<file path="config.mk">
export PLATFORM = sky130hd
export DESIGN_NAME = uart_rx_deser_flat
export DESIGN_NICKNAME = d
export VERILOG_FILES = /design/src/rtl/uart_rx_deser_pkg.sv /design/src/rtl/uart_rx_deser_if.sv /design/src/rtl/uart_rx_deser_byte_fifo.sv /design/src/rtl/uart_rx_deser.sv /design/src/flat_wrapper.sv
export SDC_FILE = /design/constraint.sdc
export NUM_CORES = 1
export LEC_CHECK = 0
export BUFFER_PORTS_ARGS = -buffer_cell sky130_fd_sc_hd__buf_4
export CAP_MARGIN = 10
export CORE_UTILIZATION = 25
export CTS_CLUSTER_DIAMETER = 200
export CTS_CLUSTER_SIZE = 24
export DETAILED_ROUTE_END_ITERATION = 6
export PLACE_DENSITY = 0.49
export SLEW_MARGIN = 15
export SYNTH_ARGS = -nofsm -noshare
export SYNTH_HDL_FRONTEND = slang
export SYNTH_HIERARCHICAL = 1
export SYNTH_SLANG_ARGS = --single-unit
</file>
<file path="constraint.sdc">
create_clock -name clk_48_i -period 4.85 [get_ports clk_48_i]
set_input_delay 0.97 -clock clk_48_i [delete_from_list [all_inputs] [get_ports clk_48_i]]
set_output_delay 0.97 -clock clk_48_i [all_outputs]
set_load 0.005 [all_outputs]
</file>
<file path="src/rtl/uart_rx_deser_pkg.sv">
// uart_pkg: shared types and helpers for the uart1 serial receiver.
//   rx_state_e   - one-hot sampler FSM state
//   clks_per_bit - ref clocks per serial bit
//   BYTE_W       - payload width
package uart_pkg;

    localparam int BYTE_W = 8;

    typedef enum logic [4:0] {
        IDLE    = 5'b00001,
        START   = 5'b00010,
        DATA    = 5'b00100,
        STOP    = 5'b01000,
        WAIT_HI = 5'b10000
    } rx_state_e;

    function automatic int clks_per_bit(input int clk_hz, input int baud);
        return clk_hz / baud;
    endfunction

endpackage

</file>
<file path="src/rtl/uart_rx_deser_if.sv">
// uart_rx_deser_if: valid/ready byte pop port between the receiver and uart1.
//   dat   - head byte (first-word-fall-through, zero when empty)
//   valid - a byte is available
//   ready - consumer pops the head byte on valid & ready
// master: the receiver (byte source); slave: the consumer.
interface uart_rx_deser_if;
    import uart_pkg::*;

    logic [BYTE_W-1:0] dat;
    logic              valid;
    logic              ready;

    modport master (output dat, output valid, input ready);
    modport slave  (input dat, input valid, output ready);
endinterface

</file>
<file path="src/rtl/uart_rx_deser_byte_fifo.sv">
// byte_fifo: first-word-fall-through circular buffer.
//   clk, rst_n      - clock, async active-low reset
//   push, din       - write request and data
//   pop             - read request (ignored when empty)
//   dout            - head entry
//   full, empty     - occupancy flags
//   count           - entries held, 0..DEPTH
// A push while full is accepted only if a pop frees a slot in the same cycle.
module byte_fifo #(
    parameter int DEPTH = 8,
    parameter int W     = 8
) (
    input  logic                   clk,
    input  logic                   rst_n,
    input  logic                   push,
    input  logic [W-1:0]           din,
    input  logic                   pop,
    output logic [W-1:0]           dout,
    output logic                   full,
    output logic                   empty,
    output logic [$clog2(DEPTH):0] count
);
    localparam int AW = $clog2(DEPTH);

    logic [W-1:0]  mem [DEPTH];
    logic [AW-1:0] wr_ptr, rd_ptr;
    logic          wr_en, rd_en;

    assign full  = count == (AW+1)'(DEPTH);
    assign empty = count == '0;
    assign rd_en = pop && !empty;
    assign wr_en = push && (!full || pop);
    assign dout  = mem[rd_ptr];

    always_ff @(posedge clk) begin
        if (wr_en) mem[wr_ptr] <= din;
    end

    // Pointers wrap naturally because DEPTH is a power of two.
    always_ff @(posedge clk or negedge rst_n) begin
        if (!rst_n) begin
            wr_ptr <= '0;
            rd_ptr <= '0;
            count  <= '0;
        end else begin
            if (wr_en) wr_ptr <= wr_ptr + 1'b1;
            if (rd_en) rd_ptr <= rd_ptr + 1'b1;
            if (wr_en && !rd_en)      count <= count + 1'b1;
            else if (!wr_en && rd_en) count <= count - 1'b1;
        end
    end
endmodule

</file>
<file path="src/rtl/uart_rx_deser.sv">
// uart_rx_deser: 8N1 LSB-first serial receiver in front of the uart1 CSR.
//   clk_48_i     - system clock
//   rst_ni       - async active-low reset
//   rx_i         - raw serial line (idle high), asynchronous
//   pop          - uart_rx_deser_if.master byte pop port (dat/valid/ready)
//   irq_o        - level interrupt, follows pop.valid
//   count_o      - bytes buffered
//   frame_err_o  - sticky, stop bit sampled low
//   overrun_o    - sticky, byte dropped on a full buffer
//   clr_err_i    - pulse clears both sticky flags (a same-cycle set wins)
// Build option UART_RX_FIFO_EN: FIFO_DEPTH-entry byte_fifo; otherwise a single
// holding register.
module uart_rx_deser
    import uart_pkg::*;
#(
    parameter int CLK_HZ     = 48_000_000,
    parameter int BAUD       = 19_200,
    parameter int FIFO_DEPTH = 8
) (
    input  logic                   clk_48_i,
    input  logic                   rst_ni,
    input  logic                   rx_i,
    uart_rx_deser_if.master        pop,
    output logic                   irq_o,
    output logic [3:0]             count_o,
    output logic                   frame_err_o,
    output logic                   overrun_o,
    input  logic                   clr_err_i
);
    localparam int CLKS_PER_BIT = clks_per_bit(CLK_HZ, BAUD);
    localparam int HALF_BIT     = CLKS_PER_BIT / 2;
    localparam int CNT_W        = $clog2(CLKS_PER_BIT);

    logic              rx_m, rx_s;
    rx_state_e         state;
    logic [CNT_W-1:0]  cnt;
    logic [2:0]        idx;
    logic [BYTE_W-1:0] shreg;
    logic              bit_end, push, ferr_set, ovr_set;
    logic              valid_int;
    logic [BYTE_W-1:0] head;

    // Two-flop synchroniser; resets to the idle line level.
    always_ff @(posedge clk_48_i or negedge rst_ni) begin
        if (!rst_ni) {rx_m, rx_s} <= 2'b11;
        else         {rx_m, rx_s} <= {rx_i, rx_m};
    end

    assign bit_end  = cnt == CNT_W'(CLKS_PER_BIT - 1);
    // Push and frame-error decisions happen in the stop-bit sample cycle so
    // the buffer updates on that same edge.
    assign push     = (state == STOP) && bit_end && rx_s;
    assign ferr_set = (state == STOP) && bit_end && !rx_s;

    always_ff @(posedge clk_48_i or negedge rst_ni) begin
        if (!rst_ni) begin
            state <= IDLE;
            cnt   <= '0;
            idx   <= '0;
            shreg <= '0;
        end else begin
            case (state)
                IDLE: if (!rx_s) begin
                    state <= START;
                    cnt   <= '0;
                end
                START: if (cnt == CNT_W'(HALF_BIT - 1)) begin
                    // Line back high at mid start bit: treat as a glitch.
                    if (rx_s) state <= IDLE;
                    else begin
                        state <= DATA;
                        cnt   <= '0;
                        idx   <= '0;
                    end
                end else cnt <= cnt + 1'b1;
                DATA: if (bit_end) begin
                    shreg[idx] <= rx_s;
                    cnt        <= '0;
                    if (idx == 3'd7) state <= STOP;
                    else             idx   <= idx + 1'b1;
                end else cnt <= cnt + 1'b1;
                STOP: if (bit_end) begin
                    cnt   <= '0;
                    state <= rx_s ? IDLE : WAIT_HI;
                end else cnt <= cnt + 1'b1;
                // A held-low line (break) must not re-trigger a frame.
                WAIT_HI: if (rx_s) state <= IDLE;
                default: state <= IDLE;
            endcase
        end
    end

    always_ff @(posedge clk_48_i or negedge rst_ni) begin
        if (!rst_ni) begin
            frame_err_o <= 1'b0;
            overrun_o   <= 1'b0;
        end else begin
            if (ferr_set)       frame_err_o <= 1'b1;
            else if (clr_err_i) frame_err_o <= 1'b0;
            if (ovr_set)        overrun_o   <= 1'b1;
            else if (clr_err_i) overrun_o   <= 1'b0;
        end
    end

`ifdef UART_RX_FIFO_EN
    logic                        full, empty;
    logic [$clog2(FIFO_DEPTH):0] fifo_cnt;

    byte_fifo #(.DEPTH(FIFO_DEPTH), .W(BYTE_W)) u_fifo (
        .clk   (clk_48_i),
        .rst_n (rst_ni),
        .push  (push),
        .din   (shreg),
        .pop   (pop.ready),
        .dout  (head),
        .full  (full),
        .empty (empty),
        .count (fifo_cnt)
    );

    assign valid_int = !empty;
    assign count_o   = 4'(fifo_cnt);
    assign ovr_set   = push && full && !pop.ready;
`else
    logic [BYTE_W-1:0] hold_q;
    logic              hold_v;

    // Pop is applied first so a same-cycle push refills the register.
    always_ff @(posedge clk_48_i or negedge rst_ni) begin
        if (!rst_ni) begin
            hold_q <= '0;
            hold_v <= 1'b0;
        end else begin
            if (hold_v && pop.ready) hold_v <= 1'b0;
            if (push && (!hold_v || pop.ready)) begin
                hold_q <= shreg;
                hold_v <= 1'b1;
            end
        end
    end

    assign head      = hold_q;
    assign valid_int = hold_v;
    assign count_o   = {3'b000, hold_v};
    assign ovr_set   = push && hold_v && !pop.ready;
`endif

    assign pop.valid = valid_int;
    assign pop.dat   = valid_int ? head : '0;
    assign irq_o     = valid_int;
endmodule

</file>
<file path="src/flat_wrapper.sv">
// flat-port wrapper written by rule: the top's interface ports become plain ports
module uart_rx_deser_flat import uart_pkg::*;
#(
    parameter int CLK_HZ     = 48_000_000,
    parameter int BAUD       = 19_200,
    parameter int FIFO_DEPTH = 8
)
  (clk_48_i, rst_ni, rx_i, irq_o, count_o, frame_err_o, overrun_o, clr_err_i, pop_dat, pop_valid, pop_ready);
  uart_rx_deser_if pop_i ();
  input  logic clk_48_i;
  input  logic rst_ni;
  input  logic rx_i;
  output logic irq_o;
  output logic [3:0] count_o;
  output logic frame_err_o;
  output logic overrun_o;
  input  logic clr_err_i;
  output wire logic [$bits(pop_i.dat)-1:0] pop_dat;
  output wire logic [$bits(pop_i.valid)-1:0] pop_valid;
  input wire logic [$bits(pop_i.ready)-1:0] pop_ready;
  assign pop_dat = pop_i.dat;
  assign pop_valid = pop_i.valid;
  assign pop_i.ready = pop_ready;
  uart_rx_deser #(.CLK_HZ(CLK_HZ), .BAUD(BAUD), .FIFO_DEPTH(FIFO_DEPTH)) u_core (.clk_48_i(clk_48_i), .rst_ni(rst_ni), .rx_i(rx_i), .pop(pop_i), .irq_o(irq_o), .count_o(count_o), .frame_err_o(frame_err_o), .overrun_o(overrun_o), .clr_err_i(clr_err_i));
endmodule
</file>
Yosys cells after proc, flatten, opt, wreduce, memory -nomap -nowiden
Index checks and enable logic that the tools add are counted.
{"block": "op_classes", "order_cmp": 2, "n_addsub": 2, "n_div": 0, "n_eq_ne": 16, "mux": 27, "reduce_logical": 21, "n_shift": 0, "mul": 0, "n_bitwise": 0}
{"op": "$mux W12", "n": 3}
{"op": "$pmux W12 S3", "n": 1}
{"op": "$mux W5", "n": 7}
{"op": "$pmux W5 S5", "n": 1}
{"op": "$mux W3", "n": 5}
{"op": "$add A12 B1 Y12 const B", "n": 1}
{"op": "$eq A12 B11 Y1 const B", "n": 1}
{"op": "$eq A12 B12 Y1 const B", "n": 1}
{"op": "$ne A2 B1 Y1 const B", "n": 5}
{"op": "$bwmux W8", "n": 1}
{"op": "$logic_and A1 B1 Y1", "n": 8}
{"op": "$mux W8", "n": 1}
{"op": "$reduce_bool A2 Y1", "n": 4}
{"op": "$mux W1", "n": 6}
{"op": "$ne A2 B2 Y1 const B", "n": 3}
{"op": "$pmux W3 S2", "n": 1}
{"op": "$reduce_and A6 Y1", "n": 1}
{"op": "$eq A5 B1 Y1 const B", "n": 1}
{"op": "$eq A5 B2 Y1 const B", "n": 1}
{"op": "$eq A5 B3 Y1 const B", "n": 1}
{"op": "$eq A5 B4 Y1 const B", "n": 1}
{"op": "$eq A5 B5 Y1 const B", "n": 1}
{"op": "$reduce_and A5 Y1", "n": 1}
{"op": "$lt A3 B4 Y1 const B", "n": 1}
{"op": "other kinds (9)", "n": 11}
{"block": "totals", "ramBits": 0, "rom_bits": 0, "input_bits": 5, "regBits": 41, "word_cells": 78, "output_inout_bits": 16, "mem_count": 0, "latchBits": 0}

Longest topological paths before layout
{"block": "depth", "word_depth": 6, "ltp_mapped": 8, "depth_no_buf": 7}

Worst setup path before layout
OpenSTA, ideal clock, no wires.
{"block": "synth_path", "kind": "register to register", "from": "register u_core.state[1]", "to": "register u_core.shreg[0]", "setup_time_ns": 0.128, "required_time_ns": 4.722, "setup_slack_ns": 2.629, "n_path_buf": 1, "arrival_time_ns": 2.094, "stages_incl_launch_ff": 7, "period_less_slack_ns": 2.221, "path_cell_list": "dfrtp_1 -> buf_6 -> or3_4 -> or3b_4 -> or3_4 -> nor3_2 -> mux2_1"}
{"block": "synth_between", "elab_chain_cells": 2}
{"item": "start: declaration", "line_no": "uart_rx_deser.sv:35", "text": "rx_state_e state;"}
{"item": "start signal: assignment", "line_no": "uart_rx_deser.sv:84", "text": "state <= rx_s ? IDLE : WAIT_HI;"}
{"item": "$eq A5 B3 Y1", "line_no": "uart_rx_deser.sv:62", "text": "case (state)"}
{"item": "$reduce_and A2 Y1 (no line)"}
{"item": "end signal: indexed assignment", "line_no": "uart_rx_deser.sv:77", "text": "shreg[idx] <= rx_s;"}
{"item": "end: declaration", "line_no": "uart_rx_deser.sv:38", "text": "logic [BYTE_W-1:0] shreg;"}
Every way passes these cells.
A chain may end at the register's enable or synchronous reset.

Worst setup path in the final report
{"block": "layout_path", "from": "register u_core.rx_s", "to": "register u_core.hold_q[3] (netlist: u_core/head[3])"}
{"block": "layout_between", "elab_chain_cells": 2}
{"item": "start: declaration", "line_no": "uart_rx_deser.sv:34", "text": "logic rx_m, rx_s;"}
{"item": "start signal: assignment", "line_no": "uart_rx_deser.sv:46", "text": "else {rx_m, rx_s} <= {rx_i, rx_m};"}
{"item": "$logic_and A1 B1 Y1", "line_no": "uart_rx_deser.sv:52", "text": "assign push = (state == STOP) && bit_end && rx_s;"}
{"item": "$logic_and A1 B1 Y1", "line_no": "uart_rx_deser.sv:135", "text": "if (push && (!hold_v || pop.ready)) begin"}
{"item": "end signal: assignment", "line_no": "uart_rx_deser.sv:136", "text": "hold_q <= shreg;"}
{"item": "end: declaration", "line_no": "uart_rx_deser.sv:125", "text": "logic [BYTE_W-1:0] hold_q;"}
Every way passes these cells.

==> results.md <==
| Group | Quantity | Reported |
|:---|:---|:---|
| logic synthesis | Synthesis warning total | 6 |
| logic synthesis | Cells after synthesis | 219 |
| clock tree | Clk sink count | 41 |
| timing | Transition time of the tightest slew-check pin | 0.572 ns |
| floorplanning | Effective utilization at floorplan | 26.0% |
| global routing | Initial antenna violation count | 0 |
| clock tree | Clk buf depth | 2 |
| setup path | Path depth of the worst reg2reg path | 5 |
| floorplanning | Floorplan Core Area | 8810 um2 |
| placement | Number of buffer cells added on primary ports | 17 |
| floorplanning | # rows | 34 |
| cells and area | Layout net count | 241 |
| floorplanning | Count of pins on the block boundary | 21 |
| power and ir drop | Overall power consumption | 1.21 mW |
| logic synthesis | Avg Cell Area, Syn | 10.5 um2 |
| placement | GPL Wtd Cong | 0.789 |
| logic synthesis | Fraction of the yosys area taken by sequential cells | 44.9% |
| cells and area | Antenna Cells | 0 |
| global routing | First-pass GRT wire length | 8090 um |
| timing | Finish-stage setup viols | 0 |
| timing | Fin Clk Skew | 0.00947 ns |
| clock tree | Number of buffers inserted to repair setup after CTS | 0 |
| logic synthesis | Number of distinct library cell variants in the gate-level netlist after synthesis | 54 |
| cells and area | Share of post-route cells with drive strength above 1 | 17.6% |
| setup path | CP endpoint kind | flip-flop |
| power and ir drop | Cell leakage power | 1.23 nW |
| timing | Final slew viol count | 0 |
| logic synthesis | Proportion of synthesized flip-flops having asynchronous set or reset | 100% |
| setup path | Startpoint kind of the worst setup timing path | flip-flop |
| global routing | Number of global-route vias before repair | 1565 |
| cells and area | Number of standard cells in the layout, taps in and fillers out | 341 |
| drt | Detailed Route Iter0 Violations | 137 |
| cells and area | Area of the multi-input gates | 1160 um2 |
| drt | Remaining design rule violation count | 6 |
| drt | DR vias | 1686 |
| drt | Count of nets left with antenna violations after detail routing | 0 |
| drt | WL per Instance | 13.7 um |
| clock tree | Clock buffer count from CTS | 5 |
| setup path | WS Path Type | reg2reg |
| clock tree | Clock transition time at the flip-flop clock pins of the worst setup and hold paths | 0.08 ns |
| run status | Run status | finished with violations |
| drt | Average vias per placed instance | 4.94 |
| timing | Relative slew slack | 61.5% |
| placement | Total placed cells including tap cells | 333 |
| setup path | CP Data Arrival Time | 2.54 ns |
| cells and area | Final core occ | 29.6% |
| timing | Period Utilization, post-route | 48.8% |
| cells and area | Leading cell type in the layout, fill and taps excluded | sky130_fd_sc_hd__dfrtp_1 |
| clock tree | Clock tree from TritonCTS | yes |
| global routing | Largest net degree at the start of global routing | 42 |
| clock tree | Clock latency reported for the late side of the worst-skew pair | 0.30 ns |
| logic synthesis | Area contributors post-synth | sky130_fd_sc_hd__dfrtp_1 (41%), sky130_fd_sc_hd__mux2_1 (9.3%), sky130_fd_sc_hd__dfstp_2 (3.4%) |
| placement | Area after detailed placement | 2490 um2 |
| timing | Setup repair after global routing missed its margin | false |
| clock tree | Quantity of gates resized following cts | 0 |
| power and ir drop | Power density over cell area | 464 nW/um2 |
| global routing | Global-route total usage across every layer | 10.6% |
| setup path | CP max FO | 17 |
| timing | Hold Vio Cnt, Final | 0 |
| cells and area | FF+latch area | 1030 um2 |
| global routing | GRT Residual Overflow | 0 |
| logic synthesis | Post-synth EDFFs | 0 |
| drt | WL final | 4690 um |
| placement | Half-perimeter wire length after detailed placement | 3240 um |
| cells and area | Post-layout instance area | 2610 um2 |
| logic synthesis | Area of the mapped netlist | 2290 um2 |
| clock tree | H-tree depth | 2 |
| cells and area | Number of inserted filler cells in the final layout | 914 |
| drt | Number of iterations in the first detailed-routing pass | 6 |
| floorplanning | Area of the die | 9560 um2 |
| clock tree | Number of hold-repair buffers added at the cts stage | 0 |
| floorplanning | DIE HEIGHT | 97.8 um |
| setup path | Crit path required time | 5.03 ns |
| cells and area | Synth-to-Final Area Change | 13.7% |
| min path | Hold Path Depth | 0 |
| timing | Time the worst path needs with I/O delays and setup | 2.37 ns |
| floorplanning | Die span in x | 97.8 um |
| job | Max-cap violations | 0 |
| timing | Maximum operating frequency | 423 MHz |
| logic synthesis | Area leader, netlist | sky130_fd_sc_hd__dfrtp_1 |
| min path | Kind of path behind the tightest hold check | reg2reg |
| clock tree | Root Buffer Master | sky130_fd_sc_hd__clkbuf_8 |
| timing | Final setup TNS | 0 ns |
| cells and area | Highest-count cells in the layout ignoring fill and taps | sky130_fd_sc_hd__dfrtp_1 (38), sky130_fd_sc_hd__mux2_1 (19), sky130_fd_sc_hd__buf_4 (18) |
| logic synthesis | Prevailing post-synth register cell | sky130_fd_sc_hd__dfrtp_1 |
| power and ir drop | Highest ir drop seen on vdd | 0.182 mV |
| logic synthesis | Number of flip-flops and latches in the synthesized netlist | 41 |
| logic synthesis | Share of Yosys cell area claimed by the top area cell type | 41.5% |
| run status | Violations in the final reports | DRC |
## worst paths after layout
kind                                       start                     endpoint  slack, ns
min                        u_core/rx_m$_DFF_PN1_        u_core/rx_s$_DFF_PN1_       0.36
min reg2reg                u_core/rx_m$_DFF_PN1_        u_core/rx_s$_DFF_PN1_       0.36
max in group asynchronous                 rst_ni  u_core/state[0]$_DFFE_PN1P_       3.82
max reg2reg                u_core/rx_s$_DFF_PN1_   u_core/head[3]$_DFFE_PN0P_       2.48
max                        u_core/rx_s$_DFF_PN1_   u_core/head[3]$_DFFE_PN0P_       2.48
min in group asynchronous                 rst_ni  u_core/shreg[7]$_DFFE_PN0P_       0.65
## power by group
group	total, mW	switching, mW	internal (mW)
Clock	0.291	0.123	0.167
Sequential	0.452	0.0687	0.384
Combinational	0.467	0.280	0.186
Total	1.21	0.472	0.738
## critical path, cell delays in order, from the launching register on
cell and delay [ns]:
sky130_fd_sc_hd__dfstp_2 0.73, sky130_fd_sc_hd__nand2b_1 0.15, sky130_fd_sc_hd__nor4_1 0.46, sky130_fd_sc_hd__nand2_1 0.13, sky130_fd_sc_hd__nor2_2 0.40, sky130_fd_sc_hd__mux2_1 0.38
## final cells by class
| class | count | area share (%) |
|---|---|---|
| well taps | 108 | 5.18 |
| flip-flops and latches | 41 | 39.5 |
| multi-input cells | 158 | 44.4 |
| inverters | 8 | 1.15 |
| repair buffers | 18 | 5.18 |
| clock buffers | 6 | 3.17 |
| clock inverters | 2 | 1.44 |
## through the flow
stage | worst slack [ns] | hold WS [ns]
floorplan | 2.63 | 0.345
global placement | 2.47 | 0.347
detailed placement | 2.48 | 0.347
CTS | 2.45 | 0.359
global route | 2.30 | 0.367
finish | 2.48 | 0.359
## state kept, by name (all words and copies together) (netlist names)
register            cells
u_core/cnt             12
u_core/frame_err_o      1
u_core/head             8
u_core/idx              3
u_core/irq_o            1
u_core/overrun_o        1
u_core/rx_m             1
u_core/rx_s             1
u_core/shreg            8
u_core/state            5
## cell families (layout without fill, tap and decap cells)
family | count (synthesis) | after routing | synth area share [%]
buffers and inverters | 22 | 34 | 4.96
xor gates and xnor gates | 2 | 2 | 0.764
adders and majority gates | 4 | 4 | 2.18
AOI/OAI and AO/OA | 39 | 39 | 12.8
other | 1 | 3 | 0.164
muxes | 22 | 22 | 10.7
and+or+nand+nor | 88 | 88 | 23.6
DFF | 41 | 41 | 44.9
## synthesized netlist by cell type (2+ instances only)
master	instances
sky130_fd_sc_hd__dfrtp_1	38
sky130_fd_sc_hd__mux2_1	19
sky130_fd_sc_hd__nand2_1	11
sky130_fd_sc_hd__and2_1	9
sky130_fd_sc_hd__nor3_1	9
sky130_fd_sc_hd__nand3_1	8
sky130_fd_sc_hd__inv_1	7
sky130_fd_sc_hd__nor2_1	7
sky130_fd_sc_hd__a211o_1	6
sky130_fd_sc_hd__and3_1	6
sky130_fd_sc_hd__nand2b_1	6
sky130_fd_sc_hd__buf_4	5
sky130_fd_sc_hd__nor3_2	5
sky130_fd_sc_hd__o21ai_0	5
sky130_fd_sc_hd__or3_1	5
sky130_fd_sc_hd__a21oi_1	4
sky130_fd_sc_hd__buf_2	4
sky130_fd_sc_hd__clkbuf_1	4
sky130_fd_sc_hd__ha_1	4
sky130_fd_sc_hd__nor4_1	4
sky130_fd_sc_hd__a21o_1	3
sky130_fd_sc_hd__a221o_1	3
sky130_fd_sc_hd__dfstp_2	3
sky130_fd_sc_hd__nand4_1	3
sky130_fd_sc_hd__nor3b_1	3
sky130_fd_sc_hd__o22ai_1	3
sky130_fd_sc_hd__a211oi_1	2
sky130_fd_sc_hd__mux2i_1	2
sky130_fd_sc_hd__nand4b_1	2
sky130_fd_sc_hd__o21ai_1	2
sky130_fd_sc_hd__o21bai_1	2
sky130_fd_sc_hd__o311a_1	2
sky130_fd_sc_hd__or3_4	2
## routing by layer
metal  share of wire (%)  global-route usage [%]  vias to the layer above
li1                    -                       -                      827
met1                  54                    15.4                      829
met2                  42                    14.9                       24
met3                 3.5                    3.22                        6
met4                 1.1                    3.15                        0
met5                   0                       0                        -
Power figures use the tool's default switching activity.
